<file path="src/rtl/lcd_refresh_spi.sv">
// rtl/lcd_refresh_spi.sv - full-frame LCD refresh over SPI mode 0
// Streams 8 pages of {3 command bytes, 128 screen-RAM bytes} per start request.
module lcd_refresh_spi #(
    parameter int CLK_DIV = 4
) (
    input  logic       clk,
    input  logic       rst,
    input  logic       start,
    output logic       busy,
    output logic       done,
    output logic [9:0] addr_rd,
    output logic       rd,
    input  logic [7:0] d_in,
    output logic       lcd_cs_n,
    output logic       lcd_dc,
    output logic       lcd_sclk,
    output logic       lcd_mosi
);

    typedef enum logic [2:0] {
        S_IDLE,
        S_CMD,
        S_FETCH,
        S_LOAD,
        S_SHIFT,
        S_DONE
    } state_t;

    localparam logic [7:0] DIV_LAST = 8'(CLK_DIV - 1);

    state_t     r_state;
    logic [2:0] r_page;
    logic [6:0] r_col;
    logic [1:0] r_cmd_idx;
    logic [7:0] r_sr;
    logic [7:0] r_div;
    logic [2:0] r_bit;
    logic       r_busy;
    logic       r_done;
    logic       r_rd;
    logic [9:0] r_addr;
    logic       r_cs_n;
    logic       r_dc;
    logic       r_sclk;
    logic       r_mosi;
    logic [7:0] w_cmd_byte;

    assign busy     = r_busy;
    assign done     = r_done;
    assign rd       = r_rd;
    assign addr_rd  = r_addr;
    assign lcd_cs_n = r_cs_n;
    assign lcd_dc   = r_dc;
    assign lcd_sclk = r_sclk;
    assign lcd_mosi = r_mosi;

    // Page preamble: set page address, then column high/low nibbles to zero.
    always_comb begin
        w_cmd_byte = 8'h00;
        case (r_cmd_idx)
            2'd0:    w_cmd_byte = {5'b10110, r_page};
            2'd1:    w_cmd_byte = 8'h10;
            default: w_cmd_byte = 8'h00;
        endcase
    end

    always_ff @(posedge clk or negedge rst) begin
        if (!rst) begin
            r_state   <= S_IDLE;
            r_page    <= 3'd0;
            r_col     <= 7'd0;
            r_cmd_idx <= 2'd0;
            r_sr      <= 8'h00;
            r_div     <= 8'd0;
            r_bit     <= 3'd0;
            r_busy    <= 1'b0;
            r_done    <= 1'b0;
            r_rd      <= 1'b0;
            r_addr    <= 10'd0;
            r_cs_n    <= 1'b1;
            r_dc      <= 1'b0;
            r_sclk    <= 1'b0;
            r_mosi    <= 1'b0;
        end else begin
            case (r_state)
                S_IDLE: begin
                    if (start) begin
                        r_page    <= 3'd0;
                        r_col     <= 7'd0;
                        r_cmd_idx <= 2'd0;
                        r_cs_n    <= 1'b0;
                        r_busy    <= 1'b1;
                        r_state   <= S_CMD;
                    end
                end
                S_CMD: begin
                    r_sr    <= w_cmd_byte;
                    r_mosi  <= w_cmd_byte[7];
                    r_dc    <= 1'b0;
                    r_div   <= 8'd0;
                    r_bit   <= 3'd0;
                    r_state <= S_SHIFT;
                end
                S_FETCH: begin
                    r_rd    <= 1'b0;
                    r_state <= S_LOAD;
                end
                S_LOAD: begin
                    r_sr    <= d_in;
                    r_mosi  <= d_in[7];
                    r_dc    <= 1'b1;
                    r_div   <= 8'd0;
                    r_bit   <= 3'd0;
                    r_state <= S_SHIFT;
                end
                S_SHIFT: begin
                    if (r_div != DIV_LAST) begin
                        r_div <= r_div + 8'd1;
                    end else begin
                        r_div <= 8'd0;
                        if (!r_sclk) begin
                            r_sclk <= 1'b1;
                        end else begin
                            // Falling edge: mosi and the next-byte decision move only here.
                            r_sclk <= 1'b0;
                            if (r_bit != 3'd7) begin
                                r_bit  <= r_bit + 3'd1;
                                r_sr   <= {r_sr[6:0], 1'b0};
                                r_mosi <= r_sr[6];
                            end else if (!r_dc) begin
                                if (r_cmd_idx == 2'd2) begin
                                    r_cmd_idx <= 2'd0;
                                    r_rd      <= 1'b1;
                                    r_addr    <= {r_page, r_col};
                                    r_state   <= S_FETCH;
                                end else begin
                                    r_cmd_idx <= r_cmd_idx + 2'd1;
                                    r_state   <= S_CMD;
                                end
                            end else if (r_col != 7'd127) begin
                                r_col   <= r_col + 7'd1;
                                r_rd    <= 1'b1;
                                r_addr  <= {r_page, r_col + 7'd1};
                                r_state <= S_FETCH;
                            end else begin
                                r_col <= 7'd0;
                                if (r_page == 3'd7) begin
                                    r_done  <= 1'b1;
                                    r_cs_n  <= 1'b1;
                                    r_state <= S_DONE;
                                end else begin
                                    r_page  <= r_page + 3'd1;
                                    r_state <= S_CMD;
                                end
                            end
                        end
                    end
                end
                S_DONE: begin
                    r_done  <= 1'b0;
                    r_busy  <= 1'b0;
                    r_state <= S_IDLE;
                end
                default: r_state <= S_IDLE;
            endcase
        end
    end

endmodule

</file>
<file path="config.mk">
export PLATFORM = sky130hd
export DESIGN_NAME = lcd_refresh_spi
export DESIGN_NICKNAME = d
export VERILOG_FILES = /design/src/rtl/lcd_refresh_spi.sv
export SDC_FILE = /design/constraint.sdc
export NUM_CORES = 1
export LEC_CHECK = 0
export CORE_MARGIN = 1.5
export CORE_UTILIZATION = 53
export CTS_CLUSTER_SIZE = 28
export DETAILED_ROUTE_END_ITERATION = 6
export PLACE_DENSITY_LB_ADDON = 0.08
export SETUP_SLACK_MARGIN = 0.15
export SLEW_MARGIN = 10
export SYNTH_ARGS = -nofsm -noshare
export SYNTH_HDL_FRONTEND = slang
export SYNTH_SLANG_ARGS = --single-unit
export TNS_END_PERCENT = 50
</file>
<file path="constraint.sdc">
create_clock -name clk -period 2.3 [get_ports clk]
set_input_delay 0.46 -clock clk [delete_from_list [all_inputs] [get_ports clk]]
set_output_delay 0.46 -clock clk [all_outputs]
set_load 0.1 [all_outputs]
</file>
=== After elaboration in Yosys (flattened, before gate mapping) ===
Cells that the tools add are included.

* Output and inout bits: 17
* Logic and storage cells: 138
* Register bits after elaboration: 50
* Input port bits: 11

* Equality and inequality tests: 24
* Multiplexer cells: 69
* Reductions and logical operators: 23
* Bitwise logic cells: 2
* $add $sub $neg: 5

{| class="wikitable"
|+ Operators by type and width
! operator !! number
|-
| $mux W7 || 9
|-
| $mux W3 || 17
|-
| $pmux W8 S2 || 2
|-
| $mux W10 || 3
|-
| $reduce_and A6 Y1 || 4
|-
| $pmux W7 S3 || 1
|-
| $ne A2 B2 Y1 const B || 10
|-
| $mux W1 || 18
|-
| $reduce_and A8 Y1 || 2
|-
| $mux W2 || 7
|-
| $pmux W7 S2 || 1
|-
| $reduce_bool A2 Y1 || 7
|-
| $pmux W3 S2 || 2
|-
| $pmux W3 S4 || 1
|-
| $reduce_and A4 Y1 || 3
|-
| $pmux W1 S2 || 5
|-
| $eq A3 B3 Y1 const B || 3
|-
| $ne A3 B3 Y1 const B || 3
|-
| $add A8 B1 Y8 const B || 1
|-
| $mux W8 || 1
|-
| $ne A8 B2 Y1 const B || 1
|-
| $add A7 B1 Y7 const B || 1
|-
| $ne A7 B7 Y1 const B || 1
|-
| $reduce_and A7 Y1 || 1
|-
| other kinds (15) || 19
|}

=== Logic depth before layout (Yosys ltp) ===
* Depth in word-level cells: 8
* Gate-level depth with buffers: 7
* Gate-level depth less buffers: 6

=== Least setup slack after synthesis ===
No wires, ideal clock.

* Path type: register to register
* From: register r_sclk (netlist: lcd_sclk)
* To: register r_addr[2] (netlist: addr_rd[2])
* Required time: 2174 ps
* Path buffers: 1
* Library setup time: 126 ps
* Data arrival time: 2185 ps
* Stages on the path, launching flop included: 6
* Path slack: -11 ps
* Cell sequence: dfrtp_1 > and4bb_2 > nand2_4 > nor3_2 > buf_6 > mux2_4

* Word-level cells in the longest chain between the ends: 1

{| class="wikitable"
|+ Ends and longest elaborated chain
! element !! line !! RTL
|-
| start: declaration || 44 || <nowiki>logic r_sclk;</nowiki>
|-
| start signal: assignment || 82 || <nowiki>r_sclk <= 1'b0;</nowiki>
|-
| start signal: assignment || 122 || <nowiki>r_sclk <= 1'b1;</nowiki>
|-
| start signal: assignment || 125 || <nowiki>r_sclk <= 1'b0;</nowiki>
|-
| $reduce_and A6 Y1 (no line) || n/a ||
|-
| end signal: assignment || 134 || <nowiki>r_addr <= {r_page, r_col};</nowiki>
|-
| end signal: assignment || 143 || <nowiki>r_addr <= {r_page, r_col + 7'd1};</nowiki>
|-
| end: declaration || 41 || <nowiki>logic [9:0] r_addr;</nowiki>
|}

No other way between the ends.
A chain may end at the register's enable or synchronous reset.

=== Worst setup path after layout ===
* From: register r_div[0]
* To: register r_addr[3] (netlist: addr_rd[3])

* Word-level cells in the longest chain between the ends: 3

{| class="wikitable"
|+ Ends and longest elaborated chain
! element !! line !! RTL
|-
| start: declaration || 36 || <nowiki>logic [7:0] r_div;</nowiki>
|-
| start signal: assignment || 118 || <nowiki>r_div <= r_div + 8'd1;</nowiki>
|-
| $ne A8 B2 Y1 || 117 || <nowiki>if (r_div != DIV_LAST) begin</nowiki>
|-
| $not A1 Y1 (no line) || n/a ||
|-
| $reduce_and A6 Y1 (no line) || n/a ||
|}

No other way between the ends.

==> run summary <==
Outcome: finished clean
Die ar.: 5512 µm²
# port buffers: 27
Most frequent cells in the layout: dfrtp_1 (48), buf_4 (28), nand2_1 (18), a21oi_1 (13), nand3_1 (12)
Async set or reset register ratio after synthesis: 100.0%
First-pass iteration count of the detailed router: 4
Worst Max-Slew Pin Slew: 0.5714 ns
Post-synth cell types: 50
Leakage power: 1.455 nW
Clk_skew: 0.008493 ns
Synth top area share: 45.58%
Setup-failing EPs final: 0
Post-route ant nets: 0
Synth top area cells: dfrtp_1 (46%), mux2_4 (4.5%), ha_1 (2.8%)
Overall Power: 1.442 mW
Synth area leader: dfrtp_1
Clk sink count: 50
Critical path class: flop to flop
Initial DRC count: 209
First-pass GRT wire length: 8.949 mm
Synth Register Bits: 50
Die Height: 74.25 µm
Synth Cell Area: 2690 µm²
Reg2reg setup slack: 0.31 ns
Sequential share of the synthesized area: 46.56%
Avg WL per Cell: 15.37 µm
Synth-to-Final Area Change: 16.00%
Max Buffers Root-to-Sink: 2
Root buf cell: clkbuf_8
Skew-Pair Late Insertion Delay: 0.30 ns
Residual DRC: 0
Final Cycle Share: 86.67%
TNS Setup: 0 ns
Hpwl dp: 3.836 mm
WP data required: 2.49 ns
Maxcap violations: 0
Max FO, Critical Path: 10
Min Clock Period, post-route: 1.993 ns
TritonCTS clock tree: yes
Setup Fix Bufs, Post-CTS: 0
Initial antenna violation count: 0
ANT cells: 0
Post-Syn Area per Cell: 10.76 µm²
Core area: 4817 µm²
YS warnings: 0
Startpoint types: flop
Worst Path Arrival: 2.19 ns
Synth Instances: 250
Power per cell area: 462.0 nW/µm²
Slew HR: 61.90%
Final Hold Viols: 0
Fmax: 501.6 MHz
Slew Viols, Final: 0
Num CTS Buffers: 5
Chip width: 74.25 µm
Main synth FF type: dfrtp_1
Vias in the first global route: 1900
Critical Path End Type: flop
Gr ovfl total: 0
Final WL: 5.381 mm
Final worst setup slack: 0.3065 ns
RSZ-0062 raised after global routing: false
Detailed-route via count: 2096
Pin count of the biggest net entering global routing: 27
Io pins: 28
Commonest non-fill, non-tap cell in the layout: dfrtp_1
Post-synth EDFFs: 0
CTS H-tree depth: 2
Net count after synthesis: 267
Gpl congestion: 0.8807
Pre-CTS setup slack: 0.2760 ns
Initial Util: 55.84%
GRT Total Usage: 21.06%
Rows: 25
Nets: 299
Peak supply drop: 0.0003148 V
Fraction of layout cells with a size suffix above 1: 21.91%
DR vias/cell: 5.989
Hold WC Path Type: input pin to asynchronous set/reset pin
CTS clk-pin slew, worst paths: 0.09 ns
layer usage:
| metal | global-route usage, % | share of wire (%) |
|---|---|---|
| met5 | 0 | 0 |
| met4 | 7.071 | 1.2 |
| met3 | 3.523 | 4.9 |
| met2 | 32.54 | 47 |
| met1 | 30.23 | 47 |
power breakdown:
| part | switching [mW] | internal [mW] | total [mW] |
|---|---|---|---|
| combinational | 0.0193 | 0.0173 | 0.0366 |
| clock | 0.284 | 0.243 | 0.527 |
| sequential | 0 | 0.878 | 0.878 |
| total | 0.303 | 1.14 | 1.44 |
layout make-up:
| cell class | count | area, µm² |
|---|---|---|
| Clock buffer | 7 | 86.33 |
| Clock inverter | 1 | 5.005 |
| Fill cell | 424 | 1697 |
| Inverter | 10 | 37.54 |
| Multi-Input combinational cell | 176 | 1329 |
| Sequential cell | 50 | 1254 |
| Tap cell | 67 | 83.83 |
| Timing Repair Buffer | 39 | 325.3 |
cells by family after synthesis:
| group | count (synthesis) | share of synthesized area, % |
|---|---|---|
| flip-flops | 50 | 46.56 |
| AND/OR/NAND/NOR | 77 | 16.74 |
| buffers and inverters | 24 | 4.139 |
| adder cells (fa/ha/maj) | 6 | 2.791 |
| XOR/XNOR | 9 | 2.930 |
| multiplexers | 24 | 10.93 |
| AO/OA/AOI/OAI | 60 | 15.91 |
critical path, stage by stage (launching register included):
cell      delay, ns
dfrtp_1        0.41
ha_2           0.25
and4bb_2       0.34
nand2_4        0.10
nor3_2         0.22
buf_4          0.25
mux2_4         0.32
metrics by stage:
stage / hold slack [ns] / std cells / area, µm² / utilization [%]
global placement: 0.4676 / 342 / 3027 / 62.83
detailed placement: 0.4739 / 342 / 3027 / 62.83
finish: 0.1451 / 350 / 3120 / 64.78
CTS: 0.1615 / 350 / 3118 / 64.73
floorplan: 0.1644 / 250 / 2691 / -
global route: 0.1894 / 350 / 3120 / 64.78
state kept, by name (all words and copies together), names as in the netlist, 2 cells and up:
register	flops
addr_rd	10
r_div	8
r_col	7
r_sr	7
r_bit	3
r_page	3
r_state	3
r_cmd_idx	2
repair_timing:
action | 4_1_cts | 5_1_grt
endpoints found under the setup margin | 0 | 8
gates resized for setup | 0 | 1
hold buffers | 0 | 0
final timing paths:
kind,start,endpoint,cells past startpoint
worst max-delay path,r_div[0],addr_rd[3],6
worst min-delay path,rst,addr_rd[4],1
worst max register to register,r_div[0],addr_rd[3],6
worst min register to register,r_sr[0],r_sr[0],1
max in group asynchronous,rst,r_div[6],2
min in group clk,r_sr[0],r_sr[0],1
cells in the mapped netlist (all sizes together), types with 2 or more instances:
master	number
a31oi	6
xnor2	7
buf	8
nor2	7
a41oi	2
dfrtp	49
o21ai	10
a222oi	2
o21a	5
xor2	2
ha	6
inv	10
and2	2
clkbuf	6
nor4	6
a221o	7
mux2i	5
nand2b	3
a21oi	14
nor3	3
o211ai	3
a22o	6
and4	2
nand2	19
and3	9
mux2	19
a21o	2
nand3	12
nand4	7
No activity file was read; power rests on OpenSTA's default activity.
